$ cat src/rtl/inst_fetch.sv
// Instruction-fetch stage: owns the PC and a direct-mapped one-word-per-line I-cache.
// Cache misses are refilled from mem_ctrl. Fetched words reach decode as registered pc/inst/valid.
module inst_fetch #(
  parameter int ADDR_LEN   = 32,
  parameter int INST_LEN   = 32,
  parameter int INDEX_BITS = 6
) (
  input  logic                clk,
  input  logic                rst,
  input  logic                rdy,
  output logic [ADDR_LEN-1:0] mc_if_addr,
  output logic                mc_if_request,
  input  logic [INST_LEN-1:0] mc_if_inst,
  input  logic                mc_if_enable,
  input  logic                jump_en,
  input  logic [ADDR_LEN-1:0] jump_target,
  input  logic                stall,
  output logic [ADDR_LEN-1:0] id_pc,
  output logic [INST_LEN-1:0] id_inst,
  output logic                id_valid
);

  localparam int LINES   = 1 << INDEX_BITS;
  localparam int TAG_LEN = ADDR_LEN - INDEX_BITS - 2;

  typedef enum logic {IDLE, MISS} state_t;

  state_t              state, state_next;
  logic [ADDR_LEN-1:0] pc, pc_next, id_pc_next;
  logic [INST_LEN-1:0] id_inst_next;
  logic                id_valid_next;
  logic                fill;

  logic [LINES-1:0]    line_valid;
  logic [TAG_LEN-1:0]  tag_mem  [LINES];
  logic [INST_LEN-1:0] data_mem [LINES];

  logic [INDEX_BITS-1:0] index;
  logic [TAG_LEN-1:0]    tag;
  logic                  hit;

  assign index = pc[INDEX_BITS+1:2];
  assign tag   = pc[ADDR_LEN-1:INDEX_BITS+2];
  assign hit   = line_valid[index] && (tag_mem[index] == tag);

  // A redirect cancels the outstanding request in the very cycle it arrives.
  assign mc_if_request = (state == MISS) && !jump_en;
  assign mc_if_addr    = (state == MISS) ? pc : '0;

  always_comb begin
    state_next    = state;
    pc_next       = pc;
    id_pc_next    = id_pc;
    id_inst_next  = id_inst;
    id_valid_next = id_valid;
    fill          = 1'b0;
    if (jump_en) begin
      pc_next       = {jump_target[ADDR_LEN-1:2], 2'b00};
      state_next    = IDLE;
      id_valid_next = 1'b0;
    end else begin
      case (state)
        IDLE: begin
          if (!stall) begin
            if (hit) begin
              id_valid_next = 1'b1;
              id_pc_next    = pc;
              id_inst_next  = data_mem[index];
              pc_next       = pc + ADDR_LEN'(4);
            end else begin
              id_valid_next = 1'b0;
              state_next    = MISS;
            end
          end
        end
        MISS: begin
          // Under stall the refilled word only lands in the cache and is re-read as a hit later.
          if (mc_if_enable) begin
            fill       = 1'b1;
            state_next = IDLE;
            if (!stall) begin
              id_valid_next = 1'b1;
              id_pc_next    = pc;
              id_inst_next  = mc_if_inst;
              pc_next       = pc + ADDR_LEN'(4);
            end
          end
        end
        default: state_next = IDLE;
      endcase
    end
  end

  always_ff @(posedge clk) begin
    if (rst) begin
      state      <= IDLE;
      pc         <= '0;
      id_pc      <= '0;
      id_inst    <= '0;
      id_valid   <= 1'b0;
      line_valid <= '0;
    end else if (rdy) begin
      state    <= state_next;
      pc       <= pc_next;
      id_pc    <= id_pc_next;
      id_inst  <= id_inst_next;
      id_valid <= id_valid_next;
      if (fill) line_valid[index] <= 1'b1;
    end
  end

  // Data and tag arrays are deliberately left unreset; the valid bits guard them.
  always_ff @(posedge clk) begin
    if (!rst && rdy && fill) begin
      tag_mem[index]  <= tag;
      data_mem[index] <= mc_if_inst;
    end
  end

endmodule

$ cat config.mk
export PLATFORM = sky130hd
export DESIGN_NAME = inst_fetch
export DESIGN_NICKNAME = d
export VERILOG_FILES = /design/src/rtl/inst_fetch.sv
export SDC_FILE = /design/constraint.sdc
export NUM_CORES = 2
export LEC_CHECK = 0
export BUFFER_PORTS_ARGS = -buffer_cell sky130_fd_sc_hd__buf_2
export CORE_ASPECT_RATIO = 0.5
export CORE_MARGIN = 2
export CORE_UTILIZATION = 62
export CTS_BUF_LIST = sky130_fd_sc_hd__clkbuf_8
export DETAILED_ROUTE_END_ITERATION = 16
export PLACE_DENSITY_LB_ADDON = 0.12
export SLEW_MARGIN = 20
export SYNTH_ARGS = -nofsm -noshare
export SYNTH_HDL_FRONTEND = slang
export SYNTH_SLANG_ARGS = --single-unit
$ cat constraint.sdc
create_clock -name clk -period 14.43 [get_ports clk]
set_input_delay 4.329 -clock clk [delete_from_list [all_inputs] [get_ports clk]]
set_output_delay 4.329 -clock clk [all_outputs]
set_load 0.02 [all_outputs]
==> run summary <==
Outcome -> finished, final reports clean
HPWL after DPL -> 215000 um
Ys async rst share -> 0%
CP Capture Type -> output port
Worst VDD drop -> 0.0775 mV
# rows -> 125
GRT Resource Usage Total -> 33.0%
PnR worst setup slack -> 4930 ps
Largest net degree at the start of global routing -> 123
Routed Antenna Nets -> 0
Max Fclk -> 105 MHz
Cts repair resizes -> 0
Share of the synthesized area in the top cell type -> 74.5%
Worst EP required -> 10100 ps
Worst Setup SP -> jump_en
Crit path max fanout -> 64
Most numerous cell in the Yosys netlist -> edfxtp_1
Clk sink count -> 3748
Setup TNS -> 0 ps
I/O pin count -> 168
Critical path type -> input port to output port
Starting Density -> 62.3%
Top cells by count, synth -> edfxtp_1, mux4_2, mux2i_1, clkbuf_1, dfxtp_1
Unrepaired setup endpoints after global routing -> false
Initial antenna violation count -> 11
Post-CTS setup buffer count -> 0
Cts hold-fix bufs -> 0
Post-layout nets -> 7185
Height of the die -> 345 um
Die X -> 686 um
Drt first pass iters -> 8
Sequential share of the synthesized area -> 76.8%
WHS -> 453 ps
Worst slew pin tran -> 1210 ps
Syn_area_per_cell -> 21.9 um2
First-pass GRT wire length -> 548000 um
Yosys top cell by area -> edfxtp_1
Crit share post-route -> 65.8%
Area of the mapped netlist -> 0.144 mm2
Clock transition at path regs -> 60 ps
Post-synth EDFFs -> 3584
Dpl cells -> 9695
Count of state elements after synthesis -> 3748
Fin. max-slew vios -> 0
Static Leak -> 0.0498 uW
Htree depth -> 6
Top_reg_cell synth -> edfxtp_1
WL final -> 390000 um
Syn-to-layout area delta -> 10.1%
Via/cell ratio -> 7.04
Core footprint -> 0.232 mm2
Maximum buffer depth of the clock tree -> 4
Clock Skew -> 58.6 ps
Total of max-cap violations -> 0
Worst-Skew Late Latency -> 1030 ps
Pwr Density -> 130 mW/mm2
Final Hold Fails -> 0
# DRC -> 0
Synth warn -> 0
Synth area leaders -> edfxtp_1, mux4_2, dfxtp_1
CP Launch Type -> input port
HP Start -> line_valid[30]$_SDFFE_PP0P_
Non-filler instance count after layout -> 10.6k
Synth cell types -> 84
TritonCTS clock tree -> yes
Number of global-route vias before repair -> 74.3k
RePlAce Congestion -> 0.892
Final setup viols -> 0
Critical Path AT -> 5170 ps
Fin crit period -> 9500 ps
Core Util, Final -> 68.6%
Layout cells sized above 1 -> 28.5%
Cells after Synth -> 6589
Hold crit path type -> flip-flop to flip-flop
Vias -> 74.7k
Root buf cell -> clkbuf_8
Setup WS pre-CTS -> 4940 ps
PortBufs -> 161
Die area -> 0.237 mm2
CTS buffer count -> 527
WL/cell -> 36.7 um
Relative slew slack -> 19.5%
GR Overflow Total -> 0
Drt first-iter violations -> 12.7k
## layer usage
layer	vias to the layer above	global-route usage (%)	wire length [um]
li1	28938	-	-
met1	39388	49.9	146000
met4	12	10.2	12900
met3	756	8.34	53000
met2	5600	48.6	177000
met5	-	0	85
## critical path, cell delays in order
cell	delay (ps)
buf_2	80
buf_4	490
nor2b_1	90
buf_2	180
## power by group
part	leakage, uW	switching (uW)	internal [uW]
combinational	0.0107	766	441
sequential	0.0337	27.6	11900
clock	0.00534	3940	3620
## state kept, by name (all words and copies together) (netlist names), named ones only
signal and flops:
id_valid 1, tag_mem 1536, pc 30, state 1, line_valid 64, id_inst 32, data_mem 2048, id_pc 30
## placed cells by master, fill, tap and decap left out, types with 16 or more instances in the layout
master	Yosys	routed
edfxtp_1	3584	3584
mux4_2	959	959
clkbuf_8	0	557
mux2i_1	260	260
buf_4	31	233
inv_1	16	201
buf_2	109	152
nand2_1	140	140
a22oi_1	138	138
dfxtp_1	164	133
a21oi_1	114	114
nand3_1	108	108
clkinv_1	1	106
nor2_4	0	64
a21o_1	64	64
o21ai_0	48	48
a211oi_1	46	46
nor2_1	111	45
and2_1	43	43
nor3_1	43	43
and3_1	28	28
nor2b_1	31	27
clkinv_2	0	27
o22ai_1	25	25
dfxtp_2	0	25
clkinvlp_4	0	22
a31o_2	17	18
nand4_1	16	16
## logic make-up after synthesis
logic type / share of synthesized area (%)
multiplexers: 16.8
buffers and inverters: 1.37
adder cells (fa/ha/maj): 0.00866
flip-flops: 76.8
AO/OA/AOI/OAI: 2.86
other: 0.00260
AND/OR/NAND/NOR: 1.97
XOR/XNOR: 0.127
## area by class of cell
class                   instances  area (um2)
repair buffers                394        2710
multi-input cells            2422       32000
clock buffers                 557        7670
diodes                          6        15.0
inverters                      21        88.8
clock inverters               350        1540
fillers                     14202       72900
well taps                    3111        3890
flip-flops and latches       3748      111000
## worst paths after layout
| kind | to | slack (ps) | depth (start not counted) |
|---|---|---|---|
| min | line_valid[30]$_SDFFE_PP0P_ | 450 | 1 |
| max reg2reg | id_pc[2]$_SDFFE_PP0P_ | 6580 | 15 |
| max | mc_if_request | 4930 | 4 |
| min reg2reg | line_valid[30]$_SDFFE_PP0P_ | 450 | 1 |
## through the flow
| step | power [uW] | cell area [um2] |
|---|---|---|
| after CTS | 20800 | 159000 |
| after global routing | 21300 | 159000 |
| after global placement | 13400 | 150000 |
| after floorplan | 12900 | 144000 |
| final | 20700 | 159000 |
| after detailed placement | 13400 | 150000 |
No activity file was read; power rests on OpenSTA's default activity.
